## src/rtl/core_run_ctrl.sv

```systemverilog
// Run controller for the single-cycle core: gates core_en, sequences halt/run/step/core-reset
// commands, stops on a PC breakpoint and keeps a saturating retired-instruction count.
module core_run_ctrl #(
    parameter int PC_W       = 8,
    parameter int RST_CYCLES = 4
) (
    input  logic            clk,
    input  logic            rst,
    // Command handshake: a command transfers on any cycle where cmd_valid && cmd_ready.
    input  logic            cmd_valid,
    input  logic [1:0]      cmd,
    output logic            cmd_ready,
    input  logic            bp_en,
    input  logic [PC_W-1:0] bp_addr,
    input  logic [PC_W-1:0] pc,
    output logic            core_en,
    output logic            core_rst,
    output logic            halted,
    output logic [1:0]      halt_cause,
    output logic            step_done,
    output logic [31:0]     retired,
    output logic [1:0]      dbg_state
);

    typedef enum logic [1:0] {
        S_HALT = 2'd0,
        S_RUN  = 2'd1,
        S_STEP = 2'd2,
        S_CRST = 2'd3
    } state_t;

    localparam logic [1:0] CMD_HALT  = 2'b00;
    localparam logic [1:0] CMD_RUN   = 2'b01;
    localparam logic [1:0] CMD_STEP  = 2'b10;
    localparam logic [1:0] CMD_RESET = 2'b11;

    localparam logic [1:0] CAUSE_RESET = 2'b00;
    localparam logic [1:0] CAUSE_CMD   = 2'b01;
    localparam logic [1:0] CAUSE_BP    = 2'b10;
    localparam logic [1:0] CAUSE_STEP  = 2'b11;

    localparam int CNT_W = (RST_CYCLES > 1) ? $clog2(RST_CYCLES) : 1;
    localparam logic [CNT_W-1:0] CNT_LOAD = CNT_W'(RST_CYCLES - 1);

    state_t           state_q, state_d;
    logic [1:0]       cause_q, cause_d;
    logic             skip_q, skip_d;
    logic [CNT_W-1:0] cnt_q, cnt_d;
    logic             step_done_q;
    logic [31:0]      retired_q;
    logic             bp_hit;
    logic             accept;
    logic             crst_entry;

    // skip lets a resumed RUN execute the breakpointed instruction once.
    assign bp_hit    = bp_en && (pc == bp_addr) && !skip_q;
    assign cmd_ready = !rst && ((state_q == S_HALT) || (state_q == S_RUN));
    assign accept    = cmd_valid && cmd_ready;
    assign core_en   = !rst && (((state_q == S_RUN) && !bp_hit) || (state_q == S_STEP));
    assign core_rst  = rst || (state_q == S_CRST);

    assign halted     = (state_q == S_HALT);
    assign halt_cause = cause_q;
    assign step_done  = step_done_q;
    assign retired    = retired_q;
    assign dbg_state  = state_q;

    always_comb begin
        state_d    = state_q;
        cause_d    = cause_q;
        skip_d     = skip_q;
        cnt_d      = cnt_q;
        crst_entry = 1'b0;

        if ((state_q == S_RUN) && core_en) begin
            skip_d = 1'b0;
        end

        case (state_q)
            S_HALT: begin
                if (accept) begin
                    case (cmd)
                        CMD_RUN: begin
                            state_d = S_RUN;
                            skip_d  = 1'b1;
                        end
                        CMD_STEP: state_d = S_STEP;
                        CMD_RESET: begin
                            state_d    = S_CRST;
                            cnt_d      = CNT_LOAD;
                            crst_entry = 1'b1;
                        end
                        default: ;
                    endcase
                end
            end
            S_RUN: begin
                // An accepted command takes priority over a simultaneous breakpoint.
                if (accept && (cmd == CMD_HALT)) begin
                    state_d = S_HALT;
                    cause_d = CAUSE_CMD;
                end else if (accept && (cmd == CMD_RESET)) begin
                    state_d    = S_CRST;
                    cnt_d      = CNT_LOAD;
                    crst_entry = 1'b1;
                end else if (bp_hit) begin
                    state_d = S_HALT;
                    cause_d = CAUSE_BP;
                end
            end
            S_STEP: begin
                state_d = S_HALT;
                cause_d = CAUSE_STEP;
            end
            S_CRST: begin
                if (cnt_q == '0) begin
                    state_d = S_HALT;
                    cause_d = CAUSE_RESET;
                end else begin
                    cnt_d = cnt_q - 1'b1;
                end
            end
            default: state_d = S_HALT;
        endcase
    end

    always_ff @(posedge clk) begin
        if (rst) begin
            state_q     <= S_HALT;
            cause_q     <= CAUSE_RESET;
            skip_q      <= 1'b0;
            cnt_q       <= '0;
            step_done_q <= 1'b0;
            retired_q   <= '0;
        end else begin
            state_q     <= state_d;
            cause_q     <= cause_d;
            skip_q      <= skip_d;
            cnt_q       <= cnt_d;
            step_done_q <= (state_q == S_STEP);
            if (crst_entry) begin
                retired_q <= '0;
            end else if (core_en && (retired_q != 32'hFFFF_FFFF)) begin
                retired_q <= retired_q + 32'd1;
            end
        end
    end

endmodule

```

## config.mk

```make
export PLATFORM = sky130hd
export DESIGN_NAME = core_run_ctrl
export DESIGN_NICKNAME = d
export VERILOG_FILES = /design/src/rtl/core_run_ctrl.sv
export SDC_FILE = /design/constraint.sdc
export NUM_CORES = 1
export LEC_CHECK = 0
export ABC_AREA = 1
export CAP_MARGIN = 10
export CORE_MARGIN = 2
export CORE_UTILIZATION = 45
export CTS_CLUSTER_SIZE = 14
export DETAILED_ROUTE_END_ITERATION = 7
export GPL_ROUTABILITY_DRIVEN = 0
export PLACE_DENSITY = 0.72
export SLEW_MARGIN = 0
export SYNTH_ARGS = -nofsm -noshare
export SYNTH_HDL_FRONTEND = slang
export SYNTH_SLANG_ARGS = --single-unit
export TNS_END_PERCENT = 10
```

## constraint.sdc

```tcl
create_clock -name clk -period 2.05 [get_ports clk]
set_input_delay 0.41 -clock clk [delete_from_list [all_inputs] [get_ports clk]]
set_output_delay 0.41 -clock clk [all_outputs]
set_load 0.02 [all_outputs]
```

==> results of run 1 <==
timing repair:
item,in CTS,in global routing
resized for setup,7,34
pin swaps,0,7
setup endpoints to repair,4,37
cloned,0,0
setup buffers,0,1
cell families (layout without fill, tap and decap cells):
| kind of cell | Yosys count | in the layout | share of synthesized area |
|---|---|---|---|
| and+or+nand+nor | 292 | 292 | 0.446 |
| xor gates and xnor gates | 20 | 20 | 0.0609 |
| DFF | 40 | 40 | 0.279 |
| buffers and inverters | 66 | 153 | 0.0962 |
| adders and majority gates | 7 | 7 | 0.0305 |
| AOI/OAI and AO/OA | 49 | 49 | 0.0879 |
final cells by class:
| class | count | area (um2) |
|---|---|---|
| clock buffers | 6 | 82.6 |
| clock inverters | 2 | 10.0 |
| fillers | 599 | 2330 |
| inverters | 53 | 199 |
| multi-input cells | 368 | 1850 |
| flip-flops and latches | 40 | 802 |
| well taps | 77 | 96.3 |
| repair buffers | 92 | 912 |
where the power goes:
| part | switching, mW | internal (mW) |
|---|---|---|
| registers | 0.0107 | 0.791 |
| logic | 0.189 | 0.162 |
| clock network | 0.284 | 0.269 |
| total | 0.484 | 1.22 |
stage by stage:
step / utilization / std cells
detailed placement: 0.599 / 629
finish: 0.629 / 638
CTS: 0.613 / 637
floorplan: - / 474
global route: 0.629 / 638
global placement: 0.599 / 629
metal layers:
layer | GRT usage | share of wire | vias up | wire, um
met2 | 0.380 | 0.45 | 135 | 3670
met3 | 0.0465 | 0.063 | 27 | 515
li1 | - | - | 1684 | -
met4 | 0.0587 | 0.023 | 0 | 185
met5 | 0 | 0 | - | 0
met1 | 0.309 | 0.46 | 1496 | 3790
worst max-delay path, stage by stage:
cell	delay [ps]
clkdlybuf4s50_1	500
o21ai_1	80
nor2_1	130
nand3_1	130
nand3_2	120
nand2_4	70
buf_6	130
placed cells by master (no fill, tap or decap), types with 4 or more instances in the layout:
cell and n:
a21oi_1 38, buf_4 28, clkbuf_8 6, clkdlybuf4s50_1 42, dfxtp_1 39, dlymetal6s2s_1 17
ha_1 6, inv_1 49, nand2_1 143, nand2_2 4, nand3_1 47, nand3b_1 10
nand4_1 6, nor2_1 54, nor2_2 6, nor3_1 10, o21ai_0 6, xnor2_1 5
xor2_1 14
registers in the layout, indices dropped and copies added, names as in the netlist:
name and flops:
cnt_q 2, dbg_state 2, halt_cause 2, retired 32
skip_q 1, step_done 1
final timing paths:
check | cells past startpoint | from | end
setup / recovery | 7 | bp_addr[1] | core_en
setup reg to reg | 10 | retired[1] | retired[31]
hold reg to reg | 2 | cnt_q[0] | cnt_q[0]
hold / removal | 2 | cnt_q[0] | cnt_q[0]
==> metrics.md, run 1 <==
| Metric | Value |
|---|---|
| Outcome | `finished clean` |
| Leakage | `1.71 nW` |
| Pin count of the biggest net entering global routing | `34` |
| Seq cells post-synth | `40` |
| CP Launch Type | `input port` |
| H-tree Lvls | `2` |
| CTS tree | `yes` |
| Post-Syn Nets | `503` |
| 1st-iter DRT viols | `329` |
| Reg-to-reg slack, setup | `200 ps` |
| Worst Path Arrival | `1560 ps` |
| Synth area leader | `dfxtp_1` |
| Largest cells by area after synthesis | `dfxtp_1 28%, nand2_1 19%, nand3_1 8.4%` |
| ANT cells | `0` |
| DRC | `0` |
| Root buf cell | `clkbuf_8` |
| Layout cell share with drive strength beyond 1 | `0.116` |
| CTS Sinks | `40` |
| Ys flop type | `dfxtp_1` |
| Synth-to-Final Area Change | `37.4%` |
| Crit. End Element | `output pin` |
| Placed Area | `0.00376 mm2` |
| Power per cell area | `432 mW/mm2` |
| Post-synth top cells | `146 x nand2_1, 57 x nor2_1, 49 x inv_1` |
| Clk_lat worst skew | `290 ps` |
| Final setup fails | `0` |
| Max Cap Viol | `0` |
| Clock skew | `7.36 ps` |
| Netlist cell types | `29` |
| Post-Syn Area per Cell | `6.07 um2` |
| WS Path Type | `input port to output pin` |
| DRT Pass-1 Iters | `5` |
| Setup TNS | `0 ps` |
| Mapped Cells | `474` |
| Post-synthesis sequential area ratio | `0.279` |
| Clock buffer count from CTS | `5` |
| GRT Overall Usage | `0.231` |
| First-pass GRT wire length | `13600 um` |
| Drt wl/cell | `12.8 um` |
| CP required | `1640 ps` |
| Max rail drop VDD | `334 uV` |
| Mapped cell area | `0.00288 mm2` |
| Final net count | `589` |
| Die ar. | `0.00705 mm2` |
| Final antenna-violating net count | `0` |
| Crit Path Max Fanout | `3` |
| Max Clock Freq | `0.507 GHz` |
| Clock slew seen by the registers of the worst setup and hold paths | `80 ps` |
| Vias/cell | `5.24` |
| Total power | `1.71 mW` |
| Final hold violations | `0` |
| Hold Crit Class | `register to register` |
| Final Max Tran Viols | `0` |
| Crit share post-route | `0.962` |
| Async SR Flop Fraction | `0` |
| Core Rows | `29` |
| Most frequent cell after synthesis | `nand2_1` |
| Die Wd | `83.9 um` |
| Post-synth top area share | `0.279` |
| Min Tclk post-route | `1970 ps` |
| # IOs | `63` |
| Core area | `0.00628 mm2` |
| Max_slew headroom | `0.710` |
| Post-synth EDFFs | `0` |
| Grt ovf | `0` |
| Final setup margin | `77.7 ps` |
| Final Cell Area | `0.00395 mm2` |
| Total routed wirelength | `8160 um` |
| Die Height | `83.9 um` |
| Worst-Margin Slew | `431 ps` |
| Yosys warns | `0` |
| Dpl hpwl | `6320 um` |
| Starting Density | `0.458` |
| Pre-CTS WS | `-449 ps` |
| IO Port Bufs | `62` |
| Vias in the first global route | `3050` |
| Hold_ws | `479 ps` |
| Initial antenna violation count | `0` |
| Max Buffers Root-to-Sink | `2` |
| Via Count | `3342` |
| Post-CTS Hold Fix Bufs | `0` |
Note: power is estimated with default switching activity, not from simulation.
==> inputs of run 2 (changes only) <==
Settings changed: CORE_UTILIZATION 45 to 51, PLACE_DENSITY 0.72 to 0.8.
==> run 2 against run 1 <==
Net effect:
- setup slack got worse by 33 ps
- critical endpoint unchanged
- critical path type unchanged
- highest routed layer unchanged
- clock power is 20% higher
- total power increased by 6.3%
==> metrics.md, run 2 (synthesis gave the netlist of run 1 again) <==
| Metric | Value |
|---|---|
| Initial antenna violation count | `0` |
| Max Cap Viol | `0` |
| Die Height | `79.1 um` |
| Max Clock Freq | `0.499 GHz` |
| Most frequent cells in the layout | `143 x nand2_1, 52 x nor2_1, 49 x inv_1` |
| Worst Path Arrival | `1600 ps` |
| CTS Sinks | `40` |
| CP required | `1640 ps` |
| Hold Crit Class | `register to register` |
| Core Rows | `27` |
| CP Launch Type | `input port` |
| Dpl hpwl | `6300 um` |
| GRT Overall Usage | `0.269` |
| Buffers & Inverters on Critical Path | `3` |
| DRC | `0` |
| Crit path max-delay cell type | `clkdlybuf4s50_1` |
| Crit path cell chain | `clkdlybuf4s50_1 > inv_1 > nand2_1 > nand3_2 > nor2_2 > nand3_2 > nand3_2 > nand2_2 > buf_6` |
| Pin count of the biggest net entering global routing | `34` |
| Leakage | `1.71 nW` |
| Clock buffer count from CTS | `5` |
| Clk_lat worst skew | `300 ps` |
| Max_slew headroom | `0.743` |
| Crit path from | `pc[1]` |
| Via Count | `3401` |
| Total routed wirelength | `8380 um` |
| Crit share post-route | `0.978` |
| Cell mode on critical path | `nand3_2` |
| Die ar. | `0.00625 mm2` |
| Final Cell Area | `0.00395 mm2` |
| WP depth | `9` |
| ANT cells | `0` |
| Register-to-Register Path Depth | `10` |
| Final antenna-violating net count | `0` |
| # IOs | `63` |
| Vias/cell | `5.38` |
| H-tree Lvls | `2` |
| Final Max Tran Viols | `0` |
| 1st-iter DRT viols | `377` |
| Synth-to-Final Area Change | `37.4%` |
| IO Port Bufs | `62` |
| Drt wl/cell | `13.3 um` |
| Final setup fails | `0` |
| Max rail drop VDD | `457 uV` |
| Commonest non-fill, non-tap cell in the layout | `nand2_1` |
| RSZ-0062 raised after global routing | `false` |
| Root buf cell | `clkbuf_8` |
| Worst-Margin Slew | `384 ps` |
| Grt ovf | `0` |
| Starting Density | `0.525` |
| Layout cell share with drive strength beyond 1 | `0.120` |
| Reg2reg start | `retired[1]` |
| Final hold violations | `0` |
| Largest register FFs | `32` |
| Max Buffers Root-to-Sink | `2` |
| Vias in the first global route | `3010` |
| Core area | `0.00547 mm2` |
| Power per cell area | `459 mW/mm2` |
| Pre-CTS WS | `-483 ps` |
| DRT Pass-1 Iters | `5` |
| First-pass GRT wire length | `13500 um` |
| Post-CTS Hold Fix Bufs | `0` |
| Reg-to-Reg End | `retired[21]` |
| Die Wd | `79.1 um` |
| Hold_ws | `488 ps` |
| Placed Area | `0.00374 mm2` |
| Crit Path Max Fanout | `3` |
| Min Tclk post-route | `2010 ps` |
| Critical Path Sink | `core_en` |
| Clock skew | `5.88 ps` |
| Delay-heaviest family, CP | `buffers and inverters` |
| Clock slew seen by the registers of the worst setup and hold paths | `80 ps` |
| WS Path Type | `input port to output pin` |
| Outcome | `finished clean` |
| CTS tree | `yes` |
| Largest stage delay on the critical path | `470 ps` |
| Crit. End Element | `output pin` |
| Reg-to-reg slack, setup | `210 ps` |
| Final net count | `588` |
| Final setup margin | `44.9 ps` |
[run 2: report_power, final]
part	internal, mW	leakage (nW)	switching (mW)	total, mW
sequential	0.791	0.323	0.0125	0.804
combinational	0.158	1.33	0.190	0.348
clock	0.360	0.0541	0.301	0.661
total	1.31	1.71	0.503	1.81
[run 2: cell type report]
class | instances | area, um2
well taps | 72 | 90.1
clock inverters | 3 | 42.5
inverters | 53 | 199
clock buffers | 5 | 68.8
fillers | 487 | 1520
multi-input cells | 368 | 1850
flip-flops and latches | 40 | 802
repair buffers | 91 | 902
[run 2: worst register-to-register path: stages, from the launching register on]
cell and delay, ps:
dfxtp_2 390, ha_2 240, inv_2 70, nor2_4 160
nand3b_1 140, nor3_2 160, nand3_2 120, nand3_2 150
buf_12 160, nand2_1 60, a21oi_1 130
[run 2: layer usage]
layer,track usage,vias up,wire (um)
met5,0,-,0
met4,0.0810,0,176
met3,0.0409,22,586
met2,0.438,151,3830
met1,0.368,1544,3790
li1,-,1684,-
[run 2: worst min path at each step]
| stage | startpoint | end | slack [ps] | depth (start not counted) |
|---|---|---|---|---|
| after floorplan | cnt_q[0] | cnt_q[0] | 450 | 2 |
| after global placement | cnt_q[0] | cnt_q[0] | 470 | 2 |
| after detailed placement | cnt_q[0] | cnt_q[0] | 470 | 2 |
| after CTS | cnt_q[0] | cnt_q[0] | 480 | 2 |
| after global routing | retired[16] | retired[16] | 520 | 2 |
| final | cnt_q[0] | cnt_q[0] | 490 | 2 |
[run 2: stage by stage]
step                cells  total power [mW]   util  TNS (ps)
finish                632              1.81  0.722         0
global route          632              1.89  0.722         0
CTS                   630              1.80  0.703     -83.8
detailed placement    622              1.15  0.683     -6080
global placement      622              1.15  0.683     -5020
floorplan             474              1.00      -         0
[run 2: what timing repair did]
item	in CTS	in global routing
endpoints found under the setup margin	4	31
resized for setup	8	33
gates cloned	0	0
setup buffers	0	2
pin swaps	0	9
